$ cat src/rtl/posit_mul_scheduler_pkg.sv
`default_nettype none
// ============================================================================
// Module      : posit_sched_pkg
// Description : Shared types, constants and helpers for the posit multiplier
//               scheduler. Holds the posit special encodings, the tag carried
//               alongside each issued multiply, and NaR/zero classifiers.
// Contents    : POSIT_W, TAG_ID_W, POSIT_NAR, POSIT_ZERO, sched_tag_t,
//               is_nar(), is_zero()
// Revision    : 1.0 - initial release
// ============================================================================
package posit_sched_pkg;

  localparam int POSIT_W  = 32;
  // Tag id field is sized for up to 256 requesters; the scheduler uses only
  // the low $clog2(N_REQ) bits.
  localparam int TAG_ID_W = 8;

  localparam logic [POSIT_W-1:0] POSIT_NAR  = 32'h8000_0000;
  localparam logic [POSIT_W-1:0] POSIT_ZERO = 32'h0000_0000;

  // One entry of the tag pipeline that runs in parallel with the multiplier.
  typedef struct packed {
    logic                valid;
    logic                bypass;
    logic [POSIT_W-1:0]  bypass_val;
    logic [TAG_ID_W-1:0] id;
  } sched_tag_t;

  function automatic logic is_nar(input logic [POSIT_W-1:0] v);
    return v == POSIT_NAR;
  endfunction

  function automatic logic is_zero(input logic [POSIT_W-1:0] v);
    return v == POSIT_ZERO;
  endfunction

endpackage
`default_nettype wire

$ cat src/rtl/posit_mul_scheduler_if.sv
`default_nettype none
// ============================================================================
// Module      : posit_mul_scheduler_if
// Description : Requester and response handshake bundle of the posit
//               multiplier scheduler.
// Signals     : req_valid/req_ready [N_REQ]   per-requester handshake
//               req_a/req_b [N_REQ*W]         operands, requester i at [i*W +: W]
//               rsp_valid/rsp_ready           result handshake
//               rsp_id [$clog2(N_REQ)]        requester index of the result
//               rsp_data [W]                  product
// Modports    : master - requesters/consumer side, slave - scheduler side
// Revision    : 1.0 - initial release
// ============================================================================
interface posit_mul_scheduler_if #(
  parameter int N_REQ = 4,
  parameter int W     = posit_sched_pkg::POSIT_W
) ();

  localparam int ID_W = $clog2(N_REQ);

  logic [N_REQ-1:0]   req_valid;
  logic [N_REQ-1:0]   req_ready;
  logic [N_REQ*W-1:0] req_a;
  logic [N_REQ*W-1:0] req_b;
  logic               rsp_valid;
  logic               rsp_ready;
  logic [ID_W-1:0]    rsp_id;
  logic [W-1:0]       rsp_data;

  modport master (
    output req_valid, req_a, req_b, rsp_ready,
    input  req_ready, rsp_valid, rsp_id, rsp_data
  );

  modport slave (
    input  req_valid, req_a, req_b, rsp_ready,
    output req_ready, rsp_valid, rsp_id, rsp_data
  );

endinterface
`default_nettype wire

$ cat src/rtl/posit_mul_scheduler_arb.sv
`default_nettype none
// ============================================================================
// Module      : posit_rr_arbiter
// Description : Round-robin arbiter. Search starts at the rotating pointer;
//               the pointer moves to one past the granted index only when the
//               grant is actually consumed (i_advance).
// Ports       : clk, rst          clock, asynchronous active-high reset
//               i_req [N_REQ]     request vector
//               i_advance         grant was accepted this cycle
//               o_grant [N_REQ]   one-hot grant (combinational)
//               o_grant_idx       binary index of the grant
//               o_any             some request is granted
// Revision    : 1.0 - initial release
// ============================================================================
module posit_rr_arbiter #(
  parameter int N_REQ = 4
) (
  input  wire logic                     clk,
  input  wire logic                     rst,
  input  wire logic [N_REQ-1:0]         i_req,
  input  wire logic                     i_advance,
  output logic      [N_REQ-1:0]         o_grant,
  output logic      [$clog2(N_REQ)-1:0] o_grant_idx,
  output logic                          o_any
);

  localparam int c_IDX_W = $clog2(N_REQ);
  localparam int c_POS_W = c_IDX_W + 1;
  localparam logic [c_POS_W-1:0] c_N    = c_POS_W'(N_REQ);
  localparam logic [c_IDX_W-1:0] c_LAST = c_IDX_W'(N_REQ - 1);
  localparam logic [c_IDX_W-1:0] c_ONE  = c_IDX_W'(1);

  logic [c_IDX_W-1:0] r_ptr;
  logic [N_REQ-1:0]   w_grant;
  logic [c_IDX_W-1:0] w_idx;
  logic               w_found;
  logic [c_POS_W-1:0] w_pos;

  // Walk the requesters starting at r_ptr; the one extra bit in w_pos lets
  // the modulo-N wrap work for non-power-of-two N_REQ.
  always_comb begin
    w_grant = '0;
    w_idx   = '0;
    w_found = 1'b0;
    w_pos   = '0;
    for (int k = 0; k < N_REQ; k++) begin
      w_pos = {1'b0, r_ptr} + c_POS_W'(k);
      if (w_pos >= c_N) begin
        w_pos = w_pos - c_N;
      end
      if (!w_found && i_req[w_pos[c_IDX_W-1:0]]) begin
        w_found                     = 1'b1;
        w_grant[w_pos[c_IDX_W-1:0]] = 1'b1;
        w_idx                       = w_pos[c_IDX_W-1:0];
      end
    end
  end

  always_ff @(posedge clk or posedge rst) begin
    if (rst) begin
      r_ptr <= '0;
    end else if (i_advance && w_found) begin
      r_ptr <= (w_idx == c_LAST) ? '0 : w_idx + c_ONE;
    end
  end

  assign o_grant     = w_grant;
  assign o_grant_idx = w_idx;
  assign o_any       = w_found;

endmodule
`default_nettype wire

$ cat src/rtl/posit_mul_scheduler.sv
`default_nettype none
// ============================================================================
// Module      : posit_mul_scheduler
// Description : Shares one posit multiplier among N_REQ requesters. Round-robin
//               arbitration, credit-limited issue, NaR/zero bypass around the
//               multiplier, and an in-order result FIFO with valid/ready.
// Ports       : clk, rst          clock, asynchronous active-high reset
//               bus (slave)       requester and response handshakes
//               mul_valid         live multiply on mul_a/mul_b
//               mul_a, mul_b      registered multiplier operands
//               mul_product       multiplier result, MUL_LAT after mul_valid
//               busy              op in flight or results queued
// Revision    : 1.0 - initial release
// ============================================================================
module posit_mul_scheduler
  import posit_sched_pkg::*;
#(
  parameter int N_REQ     = 4,
  parameter int W         = POSIT_W,
  parameter int MUL_LAT   = 2,
  parameter int OUT_DEPTH = 4
) (
  input  wire logic               clk,
  input  wire logic               rst,
  posit_mul_scheduler_if.slave    bus,
  output logic                    mul_valid,
  output logic      [W-1:0]       mul_a,
  output logic      [W-1:0]       mul_b,
  input  wire logic [W-1:0]       mul_product,
  output logic                    busy
);

  localparam int c_ID_W  = $clog2(N_REQ);
  localparam int c_CR_W  = $clog2(OUT_DEPTH + 1);
  localparam int c_PTR_W = $clog2(OUT_DEPTH);
  localparam logic [c_CR_W-1:0]  c_DEPTH    = c_CR_W'(OUT_DEPTH);
  localparam logic [c_CR_W-1:0]  c_CR_ONE   = c_CR_W'(1);
  localparam logic [c_PTR_W-1:0] c_PTR_LAST = c_PTR_W'(OUT_DEPTH - 1);
  localparam logic [c_PTR_W-1:0] c_PTR_ONE  = c_PTR_W'(1);

  // --------------------------------------------------------------------------
  // Arbitration and issue
  // --------------------------------------------------------------------------
  logic [N_REQ-1:0]  w_grant;
  logic [c_ID_W-1:0] w_grant_idx;
  logic              w_any;
  logic              w_accept;
  logic              w_pop;
  logic              w_can_issue;
  logic              r_run;
  logic [c_CR_W-1:0] r_credits;

  posit_rr_arbiter #(
    .N_REQ (N_REQ)
  ) u_arb (
    .clk         (clk),
    .rst         (rst),
    .i_req       (bus.req_valid),
    .i_advance   (w_accept),
    .o_grant     (w_grant),
    .o_grant_idx (w_grant_idx),
    .o_any       (w_any)
  );

  // Keeps req_ready low for the whole reset and releases it one cycle later.
  always_ff @(posedge clk or posedge rst) begin
    if (rst) begin
      r_run <= 1'b0;
    end else begin
      r_run <= 1'b1;
    end
  end

  // A pop in the same cycle frees the slot this accept will eventually use,
  // so an accept at zero credits is safe when a pop coincides. This sustains
  // one accept per cycle with the result path draining.
  assign w_can_issue   = r_run && ((r_credits != '0) || w_pop);
  assign bus.req_ready = w_grant & {N_REQ{w_can_issue}};
  assign w_accept      = w_any && w_can_issue;

  logic [W-1:0] w_op_a;
  logic [W-1:0] w_op_b;

  always_comb begin
    w_op_a = '0;
    w_op_b = '0;
    for (int i = 0; i < N_REQ; i++) begin
      if (w_grant[i]) begin
        w_op_a = bus.req_a[i*W +: W];
        w_op_b = bus.req_b[i*W +: W];
      end
    end
  end

  // NaR dominates zero: NaR x 0 is NaR.
  logic         w_nar;
  logic         w_zero;
  logic         w_bypass;
  logic [W-1:0] w_bypass_val;

  assign w_nar        = is_nar(w_op_a) || is_nar(w_op_b);
  assign w_zero       = is_zero(w_op_a) || is_zero(w_op_b);
  assign w_bypass     = w_nar || w_zero;
  assign w_bypass_val = w_nar ? POSIT_NAR : POSIT_ZERO;

  logic         r_mul_valid;
  logic [W-1:0] r_mul_a;
  logic [W-1:0] r_mul_b;

  // Operands are held when idle or bypassing so the multiplier inputs do not
  // toggle needlessly.
  always_ff @(posedge clk or posedge rst) begin
    if (rst) begin
      r_mul_valid <= 1'b0;
      r_mul_a     <= '0;
      r_mul_b     <= '0;
    end else if (w_accept && !w_bypass) begin
      r_mul_valid <= 1'b1;
      r_mul_a     <= w_op_a;
      r_mul_b     <= w_op_b;
    end else begin
      r_mul_valid <= 1'b0;
    end
  end

  assign mul_valid = r_mul_valid;
  assign mul_a     = r_mul_a;
  assign mul_b     = r_mul_b;

  // --------------------------------------------------------------------------
  // Tag pipeline: stage k is live in the same cycle the multiply is k cycles
  // old, so the last stage lines up with mul_product.
  // --------------------------------------------------------------------------
  sched_tag_t r_tag [0:MUL_LAT];
  sched_tag_t w_tag_in;
  sched_tag_t w_tag_out;

  always_comb begin
    w_tag_in            = '0;
    w_tag_in.valid      = w_accept;
    w_tag_in.bypass     = w_bypass;
    w_tag_in.bypass_val = w_bypass_val;
    w_tag_in.id         = TAG_ID_W'(w_grant_idx);
  end

  always_ff @(posedge clk or posedge rst) begin
    if (rst) begin
      for (int k = 0; k <= MUL_LAT; k++) begin
        r_tag[k] <= '0;
      end
    end else begin
      r_tag[0] <= w_tag_in;
      for (int k = 1; k <= MUL_LAT; k++) begin
        r_tag[k] <= r_tag[k-1];
      end
    end
  end

  assign w_tag_out = r_tag[MUL_LAT];

  logic              w_push;
  logic [W-1:0]      w_push_data;
  logic [c_ID_W-1:0] w_push_id;
  logic              w_unused_tag_id;

  assign w_push          = w_tag_out.valid;
  assign w_push_data     = w_tag_out.bypass ? w_tag_out.bypass_val : mul_product;
  assign w_push_id       = w_tag_out.id[c_ID_W-1:0];
  assign w_unused_tag_id = ^w_tag_out.id;

  // --------------------------------------------------------------------------
  // Result FIFO. Count is kept separately so full and empty never alias.
  // --------------------------------------------------------------------------
  logic [c_ID_W-1:0]  r_fifo_id   [OUT_DEPTH];
  logic [W-1:0]       r_fifo_data [OUT_DEPTH];
  logic [c_PTR_W-1:0] r_wr_ptr;
  logic [c_PTR_W-1:0] r_rd_ptr;
  logic [c_CR_W-1:0]  r_count;

  assign bus.rsp_valid = (r_count != '0);
  assign bus.rsp_id    = r_fifo_id[r_rd_ptr];
  assign bus.rsp_data  = r_fifo_data[r_rd_ptr];
  assign w_pop         = bus.rsp_valid && bus.rsp_ready;

  always_ff @(posedge clk or posedge rst) begin
    if (rst) begin
      for (int k = 0; k < OUT_DEPTH; k++) begin
        r_fifo_id[k]   <= '0;
        r_fifo_data[k] <= '0;
      end
      r_wr_ptr <= '0;
      r_rd_ptr <= '0;
      r_count  <= '0;
    end else begin
      if (w_push) begin
        r_fifo_id[r_wr_ptr]   <= w_push_id;
        r_fifo_data[r_wr_ptr] <= w_push_data;
        r_wr_ptr              <= (r_wr_ptr == c_PTR_LAST) ? '0 : r_wr_ptr + c_PTR_ONE;
      end
      if (w_pop) begin
        r_rd_ptr <= (r_rd_ptr == c_PTR_LAST) ? '0 : r_rd_ptr + c_PTR_ONE;
      end
      case ({w_push, w_pop})
        2'b10:   r_count <= r_count + c_CR_ONE;
        2'b01:   r_count <= r_count - c_CR_ONE;
        default: r_count <= r_count;
      endcase
    end
  end

  // --------------------------------------------------------------------------
  // Credits = OUT_DEPTH - fifo_count - inflight, tracked incrementally.
  // --------------------------------------------------------------------------
  always_ff @(posedge clk or posedge rst) begin
    if (rst) begin
      r_credits <= c_DEPTH;
    end else begin
      case ({w_accept, w_pop})
        2'b10:   r_credits <= r_credits - c_CR_ONE;
        2'b01:   r_credits <= r_credits + c_CR_ONE;
        default: r_credits <= r_credits;
      endcase
    end
  end

  assign busy = (r_credits != c_DEPTH);

endmodule
`default_nettype wire
$ cat src/flat_wrapper.sv
// flat-port wrapper written by rule: the top's interface ports become plain ports
module posit_mul_scheduler_flat import posit_sched_pkg::*;
#(
  parameter int N_REQ     = 4,
  parameter int W         = POSIT_W,
  parameter int MUL_LAT   = 2,
  parameter int OUT_DEPTH = 4
)
  (clk, rst, mul_valid, mul_a, mul_b, mul_product, busy, bus_req_valid, bus_req_a, bus_req_b, bus_rsp_ready, bus_req_ready, bus_rsp_valid, bus_rsp_id, bus_rsp_data);
  posit_mul_scheduler_if #(.N_REQ(N_REQ), .W(W)) bus_i ();
  input  wire logic clk;
  input  wire logic rst;
  output logic mul_valid;
  output logic      [W-1:0] mul_a;
  output logic      [W-1:0] mul_b;
  input  wire logic [W-1:0] mul_product;
  output logic busy;
  input wire logic [$bits(bus_i.req_valid)-1:0] bus_req_valid;
  input wire logic [$bits(bus_i.req_a)-1:0] bus_req_a;
  input wire logic [$bits(bus_i.req_b)-1:0] bus_req_b;
  input wire logic [$bits(bus_i.rsp_ready)-1:0] bus_rsp_ready;
  output wire logic [$bits(bus_i.req_ready)-1:0] bus_req_ready;
  output wire logic [$bits(bus_i.rsp_valid)-1:0] bus_rsp_valid;
  output wire logic [$bits(bus_i.rsp_id)-1:0] bus_rsp_id;
  output wire logic [$bits(bus_i.rsp_data)-1:0] bus_rsp_data;
  assign bus_i.req_valid = bus_req_valid;
  assign bus_i.req_a = bus_req_a;
  assign bus_i.req_b = bus_req_b;
  assign bus_i.rsp_ready = bus_rsp_ready;
  assign bus_req_ready = bus_i.req_ready;
  assign bus_rsp_valid = bus_i.rsp_valid;
  assign bus_rsp_id = bus_i.rsp_id;
  assign bus_rsp_data = bus_i.rsp_data;
  posit_mul_scheduler #(.N_REQ(N_REQ), .W(W), .MUL_LAT(MUL_LAT), .OUT_DEPTH(OUT_DEPTH)) u_core (.clk(clk), .rst(rst), .bus(bus_i), .mul_valid(mul_valid), .mul_a(mul_a), .mul_b(mul_b), .mul_product(mul_product), .busy(busy));
endmodule
$ cat config.mk
export PLATFORM = sky130hd
export DESIGN_NAME = posit_mul_scheduler_flat
export DESIGN_NICKNAME = d
export VERILOG_FILES = /design/src/rtl/posit_mul_scheduler_pkg.sv /design/src/rtl/posit_mul_scheduler_if.sv /design/src/rtl/posit_mul_scheduler_arb.sv /design/src/rtl/posit_mul_scheduler.sv /design/src/flat_wrapper.sv
export SDC_FILE = /design/constraint.sdc
export NUM_CORES = 1
export LEC_CHECK = 0
export BUFFER_PORTS_ARGS = -buffer_cell sky130_fd_sc_hd__buf_4
export CORE_ASPECT_RATIO = 0.9
export CORE_MARGIN = 3
export CORE_UTILIZATION = 30
export DETAILED_ROUTE_END_ITERATION = 10
export HOLD_SLACK_MARGIN = 0.12
export PLACE_DENSITY_LB_ADDON = 0.08
export SYNTH_ARGS = -nofsm -noshare
export SYNTH_HDL_FRONTEND = slang
export SYNTH_SLANG_ARGS = --single-unit
$ cat constraint.sdc
create_clock -name clk -period 8.7 [get_ports clk]
set_input_delay 0 -clock clk [delete_from_list [all_inputs] [get_ports clk]]
set_output_delay 0 -clock clk [all_outputs]
set_load 0.01 [all_outputs]
### After elaboration in Yosys (flattened, before gate mapping)

Cells that the tools add are included.

| operators by class | value |
|---|---|
| $add $sub $neg | 14 |
| order comparisons | 15 |
| eq/ne operators | 10 |
| mux-type cells | 60 |
| bitwise logic cells | 6 |
| reductions and logical operators | 27 |

Operator list:

| kind | count |
|---|---|
| $mux 32 | 13 |
| $bwmux 128 | 1 |
| $bmux 32 s2 | 1 |
| $demux 32 s2 | 1 |
| $eq 32x32->1 const B | 2 |
| $logic_not 32->1 | 2 |
| $mux 2 | 14 |
| $mux 4 | 4 |
| $ge 3x3->1 const B | 5 |
| $logic_and 1x1->1 | 13 |
| $mux 1 | 13 |
| $lt 2x3->1 const B | 4 |
| $or 4x4->4 | 3 |
| $pmux 3 s2 | 2 |
| $eq 2x2->1 const B | 5 |
| $bmux 1 s2 | 4 |
| $bwmux 8 | 1 |
| $demux 1 s2 | 4 |
| $ge 2x1->1 const B | 4 |
| $sub 2x1->2 const B | 4 |
| $add 2x1->2 const B | 3 |
| $add 2x2->3 const B | 2 |
| $add 3x1->3 const B | 2 |
| $not 2->3 | 2 |
| 13 further kinds | 23 |

| word-level totals | value |
|---|---|
| register bits after elaboration | 322 |
| bits of input ports | 295 |
| output and inout port bits | 105 |
| logic and storage cells | 161 |

### Logic depth before layout (Yosys ltp)

Gate-level depths: netlist (run 1).

| depth | value |
|---|---|
| depth in word-level cells | 24 |
| mapped depth | 20 |
| gate-level depth less buffers | 13 |

### Hierarchy

A second synthesis (run 1) with hierarchy kept.

| unflattened totals | value |
|---|---|
| cells, all modules | 1,042 |
| area total of the unflattened synthesis | 11,473.5 µm² |

Modules (own cells, without submodules):

| module | instances | cells each | area an instance (µm²) | sequential area each (µm²) |
|---|---|---|---|---|
| posit_mul_scheduler | 1 | 986 | 10,933.0 | 5,681.7 |
| posit_rr_arbiter | 1 | 56 | 540.5 | 50.0 |

### Least setup slack after synthesis (run 1)

OpenSTA, ideal clock, no wires.

| timing path | value |
|---|---|
| path kind | register -> register |
| from | reg u_core.u_arb.r_ptr[1] |
| to | reg u_core.r_mul_a[10], in the netlist u_core.mul_a[10] |
| setup time | 0.125 ns |
| data arrival time | 4.790 ns |
| data required time | 8.575 ns |
| path slack | 3.785 ns |
| cell stages (with the launch flop) | 20 |
| buffers on the path | 6 |
| period minus slack after synthesis | 4.915 ns |
| cells stage by stage | dfrtp_1 -> clkbuf_1 -> inv_1 -> ha_1 -> buf_2 -> mux4_2 -> nor4b_4 -> nand2_1 -> o21a_1 -> and2_1 -> buf_6 -> buf_6 -> a221oi_1 -> o22ai_1 -> or4_1 -> nor4_2 -> nor3_1 -> buf_6 -> buf_6 -> mux2_4 |

| between the ends | value |
|---|---|
| cells in the longest elaborated chain, start to end | 23 |
| elaborated cells on any way between the ends | 78 |
| those cells by class | 7 x add/sub; 12 x order compare; 2 x eq/ne; 36 x mux; 3 x bitwise; 18 x reduce/logical |

Ends and longest elaborated chain:

| what | line | RTL |
|---|---|---|
| start, declared | posit_mul_scheduler_arb.sv:33 | `logic [c_IDX_W-1:0] r_ptr;` |
| start signal, assigned | posit_mul_scheduler_arb.sv:63 | `r_ptr <= (w_idx == c_LAST) ? '0 : w_idx + c_ONE;` |
| parallel branches: the longest is 23 deep, another holds $add 2x1->3 | - |  |
| end signal, assigned | posit_mul_scheduler.sv:119 | `r_mul_a <= w_op_a;` |
| end, declared | posit_mul_scheduler.sv:107 | `logic [W-1:0] r_mul_a;` |

Several ways; the timed one is not identified. The select of a mux whose other input is x is not followed.
A chain may end at the register's enable or synchronous reset.

==> out/metrics.cfg, run 1 <==
[die]
ios = 400
dieHeight_um = 194.9
rows = 68
dieWidth_um = 215.9
dieArea_sq_um = 42090
floorplan.initialDensity_pct = 30.73
fp.coreArea_sq_um = 38710

[setup_path]
end_kind = register
cp_max_fo = 35
required_ns = 9.11
reg2reg_slack_ns = 2.08
worstSetupPathType = register to register
crit_arrival_ns = 7.04
crit_path_start_kind = register
worstRegToRegCells = 14

[final_layout]
finalCoreUtilization_pct = 46.78
final_net_count = 1987
area_delta_synth_final_pct = 52.22
drive_gt1_share_pct = 33.53
layout.cells.most_common_list = 418 x buf_4, 226 x dfrtp_1, 182 x dlygate4sd3_1
mostFrequentLayoutCell = buf_4
n_fill_cell = 3697

[detailed_routing]
num_vias = 10990
routed_wl_um = 46070
drt_iter0_drc = 699
drcViolationCount = 0
first_pass_iters = 6
avgViaCountPerCell = 4.936
ant_nets = 0
wl_per_cell_um = 20.70

[global_routing]
grt_first_pass_wirelength_um = 69920
grt_use_met3_pct = 4.737
grt_pass1_vias = 11530
grt_util_met1_pct = 28.70
met2_usage_pct = 34.58
busiest_layer = met2
overflow = 0
grt_max_degree = 91
grt_use_total_pct = 21.14
antenna_found_initial = 6

[logic_synthesis]
synth_edf_count = 0
synth-simple-area-share_pct = 13.72
synth_compound_area_share_pct = 15.35
synth_nets = 1450
synth-adder-area-share_pct = 1.809
synthMuxAreaShare_pct = 15.94
netlist_area_sq_um = 11900
ys_types = 55
avgSynthCellArea_sq_um = 10.45
yosysSeqAreaShare_pct = 48.18
synth_top_family_by_area = multiplexers
ys_ff_latch = 229
yosys.area_share.xor_xnor_pct = 0.5889
synth_cells = 1139
synth_warnings = 0
async_flop_share_pct = 100.0
synth_ff_type = dfrtp_1

[clock_network]
cts_tree = yes
clkLatencyLatePin_ns = 0.53
cts.sinks = 229
htree_levels = 1
numCtsBuffers = 27
post_cts_buffers = 0
path_clk_slew_ns = 0.06
root_buffer = clkbuf_16
max-clock-path-buffers = 3

[worst_hold_path]
hold_path.class = input port to asynchronous set/reset pin

[power_and_ir_drop]
power_frac_clock_pct = 14.6
netSwitchingPower_mw = 3.302
ir_worst_vdd_v = 0.0003614
netSwitchingFraction_pct = 40.62
p_int_mw = 4.827
power_frac_comb_pct = 61.4
leakagePower_nw = 8.304
p_per_area_nw_per_um2 = 448.8
p_total_mw = 8.129
p_seq_share_pct = 24.0

[flow_run]
drv_cap = 0

[sta]
rsz0062_at_grt = no
slew_headroom_pct = 17.91
min_period_ns = 6.624
fin_crit_sh_pct = 76.14
holdWs_ns = 0.1109
setup_viol = 0
skew_ns = 0.009599
max_freq_ghz = 0.1510
drv_slew = 0
hold_violations = 0
worst_pin_slew_ns = 1.228
fin_tns_setup_ns = 0

[status]
status = complete, no violations

[place]
place.gp.congestion = 0.8820
place_hpwl_um = 32690
port_buffers = 399

-- logic make-up after synthesis --
group	after synthesis
AND/OR/NAND/NOR	365
adder cells (fa/ha/maj)	16
other	1
AO/OA/AOI/OAI	278
flip-flops	229
multiplexers	121
XOR/XNOR	8
buffers and inverters	121
-- Yosys cell counts (all sizes together), types with 8 or more instances --
| library cell | count | share of area [%] |
|---|---|---|
| a211oi | 12 | 0.76 |
| o21ai | 140 | 5.9 |
| o22ai | 28 | 1.5 |
| a311oi | 25 | 1.8 |
| nand2 | 176 | 5.6 |
| buf | 21 | 1.2 |
| nor3 | 32 | 1.3 |
| ha | 14 | 1.5 |
| mux2 | 63 | 7.1 |
| o221ai | 12 | 0.88 |
| a221oi | 23 | 1.7 |
| mux4 | 38 | 7.2 |
| nor4 | 8 | 0.53 |
| dfrtp | 228 | 48 |
| nand3 | 30 | 1.3 |
| inv | 29 | 0.91 |
| nand2b | 36 | 1.9 |
| clkbuf | 71 | 2.2 |
| nor2 | 67 | 2.1 |
| mux2i | 20 | 1.7 |
| a221o | 15 | 1.3 |
-- critical path: stages, from the launching register on --
cell and delay [ns]:
dfrtp_1 0.91, inv_1 0.31, ha_1 0.60, mux2_2 0.43, a31o_1 0.22, a221oi_1 0.44
o21a_2 0.23, nand2_1 0.67, a221oi_1 0.74, o22ai_1 0.21, or4_1 0.49, nor4_2 0.39
nor3_2 0.09, buf_4 0.33, mux2_1 0.38
-- metal layers --
layer  part of all wire (%)  routed length, um
met1                     44              20320
met2                     47              21550
met3                    6.4               2949
met4                    2.7               1226
met5                  0.046                 21
-- final timing paths --
kind | endpoint
worst max-delay path | u_core.mul_b[26]
worst min-delay path | u_core.r_credits[0]
worst min register to register | u_core.r_tag[40]
worst max register to register | u_core.mul_b[26]
max in group asynchronous | u_core.r_fifo_id[0]
min in group clk | u_core.mul_b[19]
-- what timing repair did --
action | CTS | global route
endpoints found under the hold margin | 287 | 0
hold buffers | 182 | 0
resized for setup | 0 | 0
-- flip-flops by register name, indices dropped and copies added, names as in the netlist, 2 cells and up, named ones only --
signal,count
u_core.r_count,3
u_core.mul_b,32
u_core.r_tag,14
u_core.mul_a,32
u_core.r_credits,3
u_core.r_wr_ptr,2
u_core.r_fifo_id,8
u_core.r_rd_ptr,2
u_core.r_fifo_data,128
-- power by group through the flow --
stage	combinational [mW]	clock (mW)	sequential, mW
detailed placement	4.27	0	1.96
CTS	5.01	1.22	1.95
floorplan	2.74	0	1.90
finish	4.99	1.18	1.95
global route	5.41	1.26	2.03
global placement	4.23	0	1.96
-- area by class of cell --
cell class | instances | area [sq um] | area share (%)
inverters | 29 | 116.4 | 0.6425
well taps | 525 | 656.9 | 3.627
multi-input cells | 789 | 5698 | 31.46
repair buffers | 600 | 4960 | 27.39
flip-flops and latches | 229 | 5734 | 31.66
clock inverters | 14 | 176.4 | 0.9741
clock buffers | 36 | 759.5 | 4.193
diodes | 4 | 10.01 | 0.05527
-- per-stage QoR --
| step | cell area, sq um | worst slack (ns) | instances |
|---|---|---|---|
| finish | 18110 | 2.076 | 2226 |
| CTS | 18100 | 2.114 | 2222 |
| global placement | 15340 | 2.211 | 1990 |
| detailed placement | 15340 | 2.091 | 1990 |
| global route | 18110 | 1.592 | 2224 |
| floorplan | 11900 | 2.425 | 1139 |
Power figures use the tool's default switching activity.
==> inputs of run 2 (changes only) <==
==> constraint.sdc (replaced) <==
create_clock -name clk -period 5.9 [get_ports clk]
set_input_delay 0 -clock clk [delete_from_list [all_inputs] [get_ports clk]]
set_output_delay 0 -clock clk [all_outputs]
set_load 0.01 [all_outputs]
==> run 2 against run 1 <==
  * Final cell count hardly changed
  * Clock skew increased by 0.0021 ns
  * Power is 48% higher
  * Combinational power up 52%
  * Sequential share of layout area barely moved
  * Non-clock buffer count grew 7
  * Clock-buffer cell count fell by 2
  * Global-route usage shrank 0.32 points
  * Register-to-register slack got worse by 1.7 ns
  * Maximum frequency up 20%
  * Routed wire length decreased by 1.6%
  * First-iteration DRC count is 7.0% lower
  * Highest routed layer unchanged
==> out/metrics.cfg, run 2 (synthesis gave the netlist of run 1 again) <==
[clock_network]
cts.sinks = 229  ; unchanged
max-clock-path-buffers = 3  ; unchanged
clkLatencyLatePin_ns = 0.53  ; about the same
htree_levels = 1  ; unchanged
numCtsBuffers = 27  ; unchanged
path_clk_slew_ns = 0.06  ; about the same
cts_tree = yes  ; unchanged
root_buffer = clkbuf_16  ; unchanged

[detailed_routing]
routed.top_layer = met5  ; unchanged
first_pass_iters = 5  ; was 6
route.met3.wl_um = 2755  ; was 2949 um
ant_nets = 0  ; unchanged
avgViaCountPerCell = 4.976  ; was 4.936
drcViolationCount = 0  ; unchanged
wl_per_cell_um = 20.38  ; was 20.70 um
met1Wirelength_um = 19760  ; was 20320 um
num_vias = 11070  ; was 10990
drt_iter0_drc = 650  ; was 699
routed_wl_um = 45340  ; was 46070 um
wl_met2_um = 21300  ; was 21550 um

[flow_run]
drv_cap = 0  ; unchanged

[die]
rows = 68  ; unchanged
dieArea_sq_um = 42090  ; unchanged
floorplan.initialDensity_pct = 30.73  ; unchanged
ios = 400  ; unchanged
dieHeight_um = 194.9  ; unchanged
dieWidth_um = 215.9  ; unchanged
fp.coreArea_sq_um = 38710  ; unchanged

[setup_path]
crit_path_start_kind = register  ; unchanged
required_ns = 6.31  ; was 9.11 ns
worstSetupPathType = register to register  ; unchanged
crit_arrival_ns = 5.95  ; was 7.04 ns
cp_max_fo = 23  ; was 35
end_kind = register  ; unchanged

[sta]
fin_ws_ns = 0.3573  ; was 2.076 ns
worst_pin_slew_ns = 1.041  ; was 1.228 ns
hold_violations = 0  ; unchanged
max_freq_ghz = 0.1804  ; was 0.1510 GHz
skew_ns = 0.01168  ; was 0.009599 ns
fin_tns_setup_ns = 0  ; unchanged
holdWs_ns = 0.1331  ; was 0.1109 ns
setup_viol = 0  ; unchanged
slew_headroom_pct = 30.63  ; was 17.91%
fin_crit_sh_pct = 93.94  ; was 76.14%
min_period_ns = 5.543  ; was 6.624 ns
rsz0062_at_grt = no  ; unchanged
drv_slew = 0  ; unchanged

[global_routing]
overflow = 0  ; unchanged
grt_use_total_pct = 20.83  ; was 21.14%
grt_first_pass_wirelength_um = 69700  ; was 69920 um
grt_max_degree = 145  ; was 91
antenna_found_initial = 1  ; was 6
grt_pass1_vias = 11530  ; about the same

[final_layout]
finalCoreUtilization_pct = 46.74  ; was 46.78%
final_net_count = 1994  ; was 1987
drive_gt1_share_pct = 33.71  ; was 33.53%
area_delta_synth_final_pct = 52.09  ; was 52.22%
top_register = u_core.r_fifo_data  ; unchanged
mostFrequentLayoutCell = buf_4  ; unchanged
largest_reg_flops = 128  ; unchanged
multiInputGateArea_sq_um = 5708  ; was 5698 sq um
layout.cells.most_common_list = 422 x buf_4, 226 x dfrtp_1, 183 x dlygate4sd3_1  ; was 418 x buf_4, 226 x dfrtp_1, 182 x dlygate4sd3_1
n_antenna_cell = 0  ; was 4
final_cells = 2225  ; was 2226
seq_area_sq_um = 5734  ; unchanged
n_fill_cell = 3679  ; was 3697

[place]
port_buffers = 399  ; unchanged
place_hpwl_um = 32590  ; was 32690 um
place.gp.congestion = 0.9048  ; was 0.8820
pre_cts_ws_ns = 0.3178  ; was 2.091 ns
place_inst = 1996  ; was 1990

[worst_hold_path]
hold_path.class = input port to register  ; was input port to asynchronous set/reset pin

[power_and_ir_drop]
leakagePower_nw = 8.297  ; was 8.304 nW
p_per_area_nw_per_um2 = 662.8  ; was 448.8 nW/um^2
ir_worst_vdd_v = 0.0003359  ; was 0.0003614 V

[status]
status = complete, no violations  ; unchanged

run 2: changes by cell type in the layout (fill, tap and decap cells not counted), sizes merged:
| cell | previous run | this run |
|---|---|---|
| buf | 418 | 424 |
| clkinvlp | 1 | 3 |
| diode | 4 | 0 |
| inv | 30 | 31 |
| clkbuf | 36 | 34 |
| bufinv | 4 | 1 |
| dlygate4sd3 | 182 | 183 |
| clkinv | 8 | 6 |
run 2: stage by stage:
stage	total power [mW]	area (sq um)
after detailed placement	9.335	15410
after floorplan	6.852	11900
final	11.99	18090
after global placement	9.306	15410
after CTS	12.08	18080
after global routing	12.83	18090
run 2: timing repair:
action                     CTS  global route
buffers inserted             0             0
hold endpoints to repair   244             0
hold buffers               183             0
setup endpoints to repair    0             1
resized for setup            0             2
run 2: path summary, 6_finish.rpt:
kind                                           to  depth (start not counted)        startpoint  slack [ns]
max                              u_core.mul_b[30]                         15          register        0.36
min                              u_core.mul_a[31]                          4     bus_req_a[95]        0.13
max reg2reg                      u_core.mul_b[30]                         15          register        0.36
min reg2reg                      u_core.r_tag[40]                          0  u_core.r_tag[82]        0.35
max in group asynchronous        u_core.r_tag[82]                          5               rst        4.04
min in group asynchronous  u_core.r_fifo_data[15]                          4               rst        0.63
run 2: layer usage:
| metal | GRT usage [%] | vias up |
|---|---|---|
| li1 | - | 5224 |
| met1 | 28.40 | 5405 |
| met2 | 33.86 | 362 |
| met3 | 4.299 | 79 |
| met4 | 5.616 | 2 |
| met5 | 0 | - |
run 2: report_power, final:
part	internal, mW	switching (mW)
clock network	0.931	0.655
registers	2.37	0.464
logic	3.73	3.84
total	7.03	4.96
run 2: cell type report:
class	count	area share, %
clock buffers	34	4.100
inverters	29	0.6223
flip-flops and latches	229	31.69
multi-input cells	789	31.54
well taps	525	3.630
clock inverters	12	0.5601
repair buffers	607	27.85
run 2: worst max-delay path, stage by stage (launching register included):
cell,delay [ns]
dfrtp_1,0.35
inv_1,0.13
ha_1,0.54
mux2_2,0.43
a31o_1,0.23
a221oi_1,0.46
o21a_2,0.27
nand2_1,0.22
buf_4,0.31
a221oi_1,0.56
o22ai_1,0.17
or4_1,0.58
nor4_2,0.40
nor3_2,0.12
buf_4,0.27
mux2_1,0.35
==> inputs of run 3 (changes only) <==
--- a/config.mk
+++ b/config.mk
@@ -14,4 +14,5 @@
 export PLACE_DENSITY_LB_ADDON = 0.08
 export SYNTH_ARGS = -nofsm -noshare
 export SYNTH_HDL_FRONTEND = slang
+export SYNTH_HIERARCHICAL = 1
 export SYNTH_SLANG_ARGS = --single-unit
==> run 3 against run 2 <==
  * Maximum frequency increased by 0.30%
  * Clock-buffer cell count increased by 9
  * Area after synthesis decreased by 3.6%
  * Register-to-register slack improved by 0.02 ns
  * Sequential power about the same
  * Critical endpoint is now u_core/mul_a[18]
  * Hold slack improved by 0.027 ns
  * Final cell count decreased by 5.1%
  * Sequential share of layout area increased by 0.52 points
  * Global-route usage increased by 0.29 points
  * Critical path depth increased by 2
==> out/metrics.cfg, run 3 <==
[status]
status = complete, no violations  ; unchanged

[sta]
min_period_ns = 5.526  ; was 5.543 ns
drv_slew = 0  ; unchanged
rsz0062_at_grt = no  ; unchanged
fin_ws_ns = 0.3737  ; was 0.3573 ns
fin_crit_sh_pct = 93.67  ; was 93.94%
holdWs_ns = 0.1598  ; was 0.1331 ns
slew_headroom_pct = 41.28  ; was 30.63%
fin_tns_setup_ns = 0  ; unchanged
hold_violations = 0  ; unchanged
max_freq_ghz = 0.1810  ; was 0.1804 GHz
setup_viol = 0  ; unchanged
skew_ns = 0.01585  ; was 0.01168 ns
worst_pin_slew_ns = 0.8808  ; was 1.041 ns

[logic_synthesis]
yosys-top-cells-count = 228 x dfrtp_1, 142 x nand2_1, 133 x o21ai_0, 68 x a22oi_1, 64 x a21oi_1  ; was 228 x dfrtp_1, 176 x nand2_1, 137 x o21ai_0, 71 x clkbuf_1, 67 x nor2_1
yosys.area_share.xor_xnor_pct = 0.5344  ; was 0.5889%
synth_nets = 1352  ; was 1450
yosysTopAreaCellShare_pct = 49.73  ; was 47.95%
netlist_area_sq_um = 11470  ; was 11900 sq um
avgSynthCellArea_sq_um = 11.01  ; was 10.45 sq um
synth_cells = 1042  ; was 1139
yosysMostFrequentCell = dfrtp_1  ; unchanged
ys_types = 47  ; was 55
async_flop_share_pct = 100.0  ; unchanged
synth_top_family_by_area = compound AO/OA/AOI/OAI gates  ; was multiplexers
synth_warnings = 6  ; was 0
synth_edf_count = 0  ; unchanged
ys_ff_latch = 229  ; unchanged
synth.largest_area_cell = dfrtp_1  ; unchanged
synth_compound_area_share_pct = 17.71  ; was 15.35%
synth-adder-area-share_pct = 1.767  ; was 1.809%
synth_ff_type = dfrtp_1  ; unchanged
synthTopCellsByArea = dfrtp_1 50%, mux4_2 7.3%, mux2_4 6.2%  ; was dfrtp_1 48%, mux4_2 7.2%, o21ai_0 5.8%
synth-simple-area-share_pct = 9.029  ; was 13.72%
yosysSeqAreaShare_pct = 49.96  ; was 48.18%
synthMuxAreaShare_pct = 16.72  ; was 15.94%

[final_layout]
n_fill_cell = 3512  ; was 3679
largest_reg_flops = 128  ; unchanged
multiInputGateArea_sq_um = 5289  ; was 5708 sq um
mostFrequentLayoutCell = buf_4  ; unchanged
seq_area_sq_um = 5734  ; unchanged
area_delta_synth_final_pct = 55.16  ; was 52.09%
layout.cells.most_common_list = 414 x buf_4, 226 x dfrtp_1, 202 x dlygate4sd3_1  ; was 422 x buf_4, 226 x dfrtp_1, 183 x dlygate4sd3_1
fin_area_sq_um = 17800  ; was 18090 sq um
final_net_count = 1917  ; was 1994
drive_gt1_share_pct = 36.10  ; was 33.71%
top_register = u_core/r_fifo_data  ; was u_core.r_fifo_data

[detailed_routing]
num_vias = 10440  ; was 11070
avgViaCountPerCell = 4.944  ; was 4.976
drcViolationCount = 0  ; unchanged
drt_iter0_drc = 676  ; was 650
first_pass_iters = 6  ; was 5
wl_per_cell_um = 21.02  ; was 20.38 um
ant_nets = 0  ; unchanged
routed_wl_um = 44370  ; was 45340 um

[die]
dieWidth_um = 212.1  ; was 215.9 um
dieHeight_um = 191.5  ; was 194.9 um
rows = 67  ; was 68
dieArea_sq_um = 40630  ; was 42090 sq um
floorplan.initialDensity_pct = 30.62  ; was 30.73%
fp.coreArea_sq_um = 37470  ; was 38710 sq um
ios = 400  ; unchanged

[setup_path]
crit_chain = inv_1 > ha_1 > mux4_2 > nor3_2 > and2_1 > a221o_1 > nand2b_2 > buf_12 > o22ai_1 > dlygate4sd3_1 > a21oi_1 > nor4_1 > nand3_1 > nor3_2 > nor3_2 > buf_12 > mux2_2  ; was inv_1 > ha_1 > mux2_2 > a31o_1 > a221oi_1 > o21a_2 > nand2_1 > buf_4 > a221oi_1 > o22ai_1 > or4_1 > nor4_2 > nor3_2 > buf_4 > mux2_1
slowest_stage = dlygate4sd3_1  ; was or4_1
worst_path_largest_cell_delay_ns = 0.58  ; about the same
cpMostUsedCell = nor3_2
end_kind = register  ; unchanged
cp_max_fo = 58  ; was 23
crit_arrival_ns = 5.93  ; was 5.95 ns
cpLargestDelayFamily = buffers and inverters  ; was compound AO/OA/AOI/OAI gates
required_ns = 6.30  ; was 6.31 ns
worstSetupPathType = register to register  ; unchanged
critPathBufInv = 4  ; was 3
crit_path_start_kind = register  ; unchanged

[clock_network]
path_clk_slew_ns = 0.06  ; about the same
numCtsBuffers = 27  ; unchanged
clkLatencyLatePin_ns = 0.53  ; about the same
cts.sinks = 229  ; unchanged
cts_tree = yes  ; unchanged
root_buffer = clkbuf_16  ; unchanged
htree_levels = 1  ; unchanged
max-clock-path-buffers = 3  ; unchanged

[place]
place.gp.congestion = 0.8944  ; was 0.9048
port_buffers = 399  ; unchanged
place_hpwl_um = 31230  ; was 32590 um
placed_cell_area_sq_um = 14910  ; was 15410 sq um
pre_cts_ws_ns = 0.7365  ; was 0.3178 ns

[global_routing]
overflow = 0  ; unchanged
antenna_found_initial = 3  ; was 1
grt_use_total_pct = 21.11  ; was 20.83%
grt_first_pass_wirelength_um = 66220  ; was 69700 um
grt_pass1_vias = 10880  ; was 11530
grt_max_degree = 143  ; was 145

[power_and_ir_drop]
leakagePower_nw = 8.335  ; was 8.297 nW
p_per_area_nw_per_um2 = 670.2  ; was 662.8 nW/um^2
ir_worst_vdd_v = 0.0004108  ; was 0.0003359 V
p_total_mw = 11.93  ; was 11.99 mW

[worst_hold_path]
hold_path.class = input port to register  ; unchanged

[flow_run]
drv_cap = 0  ; unchanged

[run 3: cell count changes after synthesis, moves of 27 or more]
| cell | delta |
|---|---|
| nor3_1 | -30 |
| nor2_1 | -54 |
| a21oi_1 | +61 |
| nand2_1 | -34 |
| nand3_1 | -27 |
| a22oi_1 | +67 |
| o22ai_1 | +31 |
[run 3: stage by stage]
stage	std cells	utilization, %
3_5_place_dp	1859	39.79
3_3_place_gp	1859	39.79
4_1_cts	2109	47.49
6_report	2111	47.51
2_1_floorplan	1042	-
5_1_grt	2111	47.51
[run 3: layout make-up]
| cell class | count | share of cell area, % |
|---|---|---|
| well taps | 483 | 3.395 |
| inverters | 20 | 0.4428 |
| clock inverters | 5 | 0.4217 |
| repair buffers | 621 | 29.38 |
| multi-input cells | 708 | 29.71 |
| diodes | 2 | 0.02811 |
| flip-flops and latches | 229 | 32.21 |
| clock buffers | 43 | 4.414 |
[run 3: final timing paths]
path / startpoint / endpoint / slack (ns) / cells after the start
setup / recovery: u_core/u_arb/r_ptr[1] / u_core/mul_a[18] / 0.37 / 17
hold / removal: bus_req_b[9] / u_core/mul_b[9] / 0.16 / 4
setup reg to reg: u_core/u_arb/r_ptr[1] / u_core/mul_a[18] / 0.37 / 17
hold reg to reg: u_core/r_tag[43] / u_core/r_tag[1] / 0.35 / 0
max in group asynchronous: rst / u_core/r_fifo_data[11] / 4.42 / 4
min in group asynchronous: rst / u_core/mul_a[24] / 0.20 / 3
[run 3: cell families (layout without fill, tap and decap cells)]
group                    count (synthesis)  after routing
AO/OA/AOI/OAI                          342            342
XOR/XNOR                                 7              7
flip-flops                             229            229
multiplexers                           117            117
AND/OR/NAND/NOR                        226            226
other                                    1              3
buffers and inverters                  105            689
adder cells (fa/ha/maj)                 15             15
[run 3: per-layer routing]
layer | vias up | track usage (%) | wire length [um]
met5 | - | 0 | 20
met4 | 2 | 6.129 | 1318
met3 | 73 | 4.644 | 2703
met2 | 321 | 33.39 | 20930
met1 | 5089 | 29.16 | 19390
li1 | 4951 | - | -
[run 3: what timing repair did]
item | in CTS | in global routing
buffers inserted | 0 | 0
gates resized for setup | 0 | 2
endpoints found under the setup margin | 0 | 63
hold buffers | 202 | 0
endpoints found under the hold margin | 229 | 0
[run 3: report_power, final]
part           total (mW)  internal [mW]  switching (mW)
sequential           2.82           2.37           0.452
clock                1.65          0.991           0.655
combinational        7.47           3.89            3.58
[run 3: worst min-delay path: stages]
cell and delay, ns:
buf_4 0.08, a22oi_1 0.06, a21oi_1 0.30, mux2_4 0.20
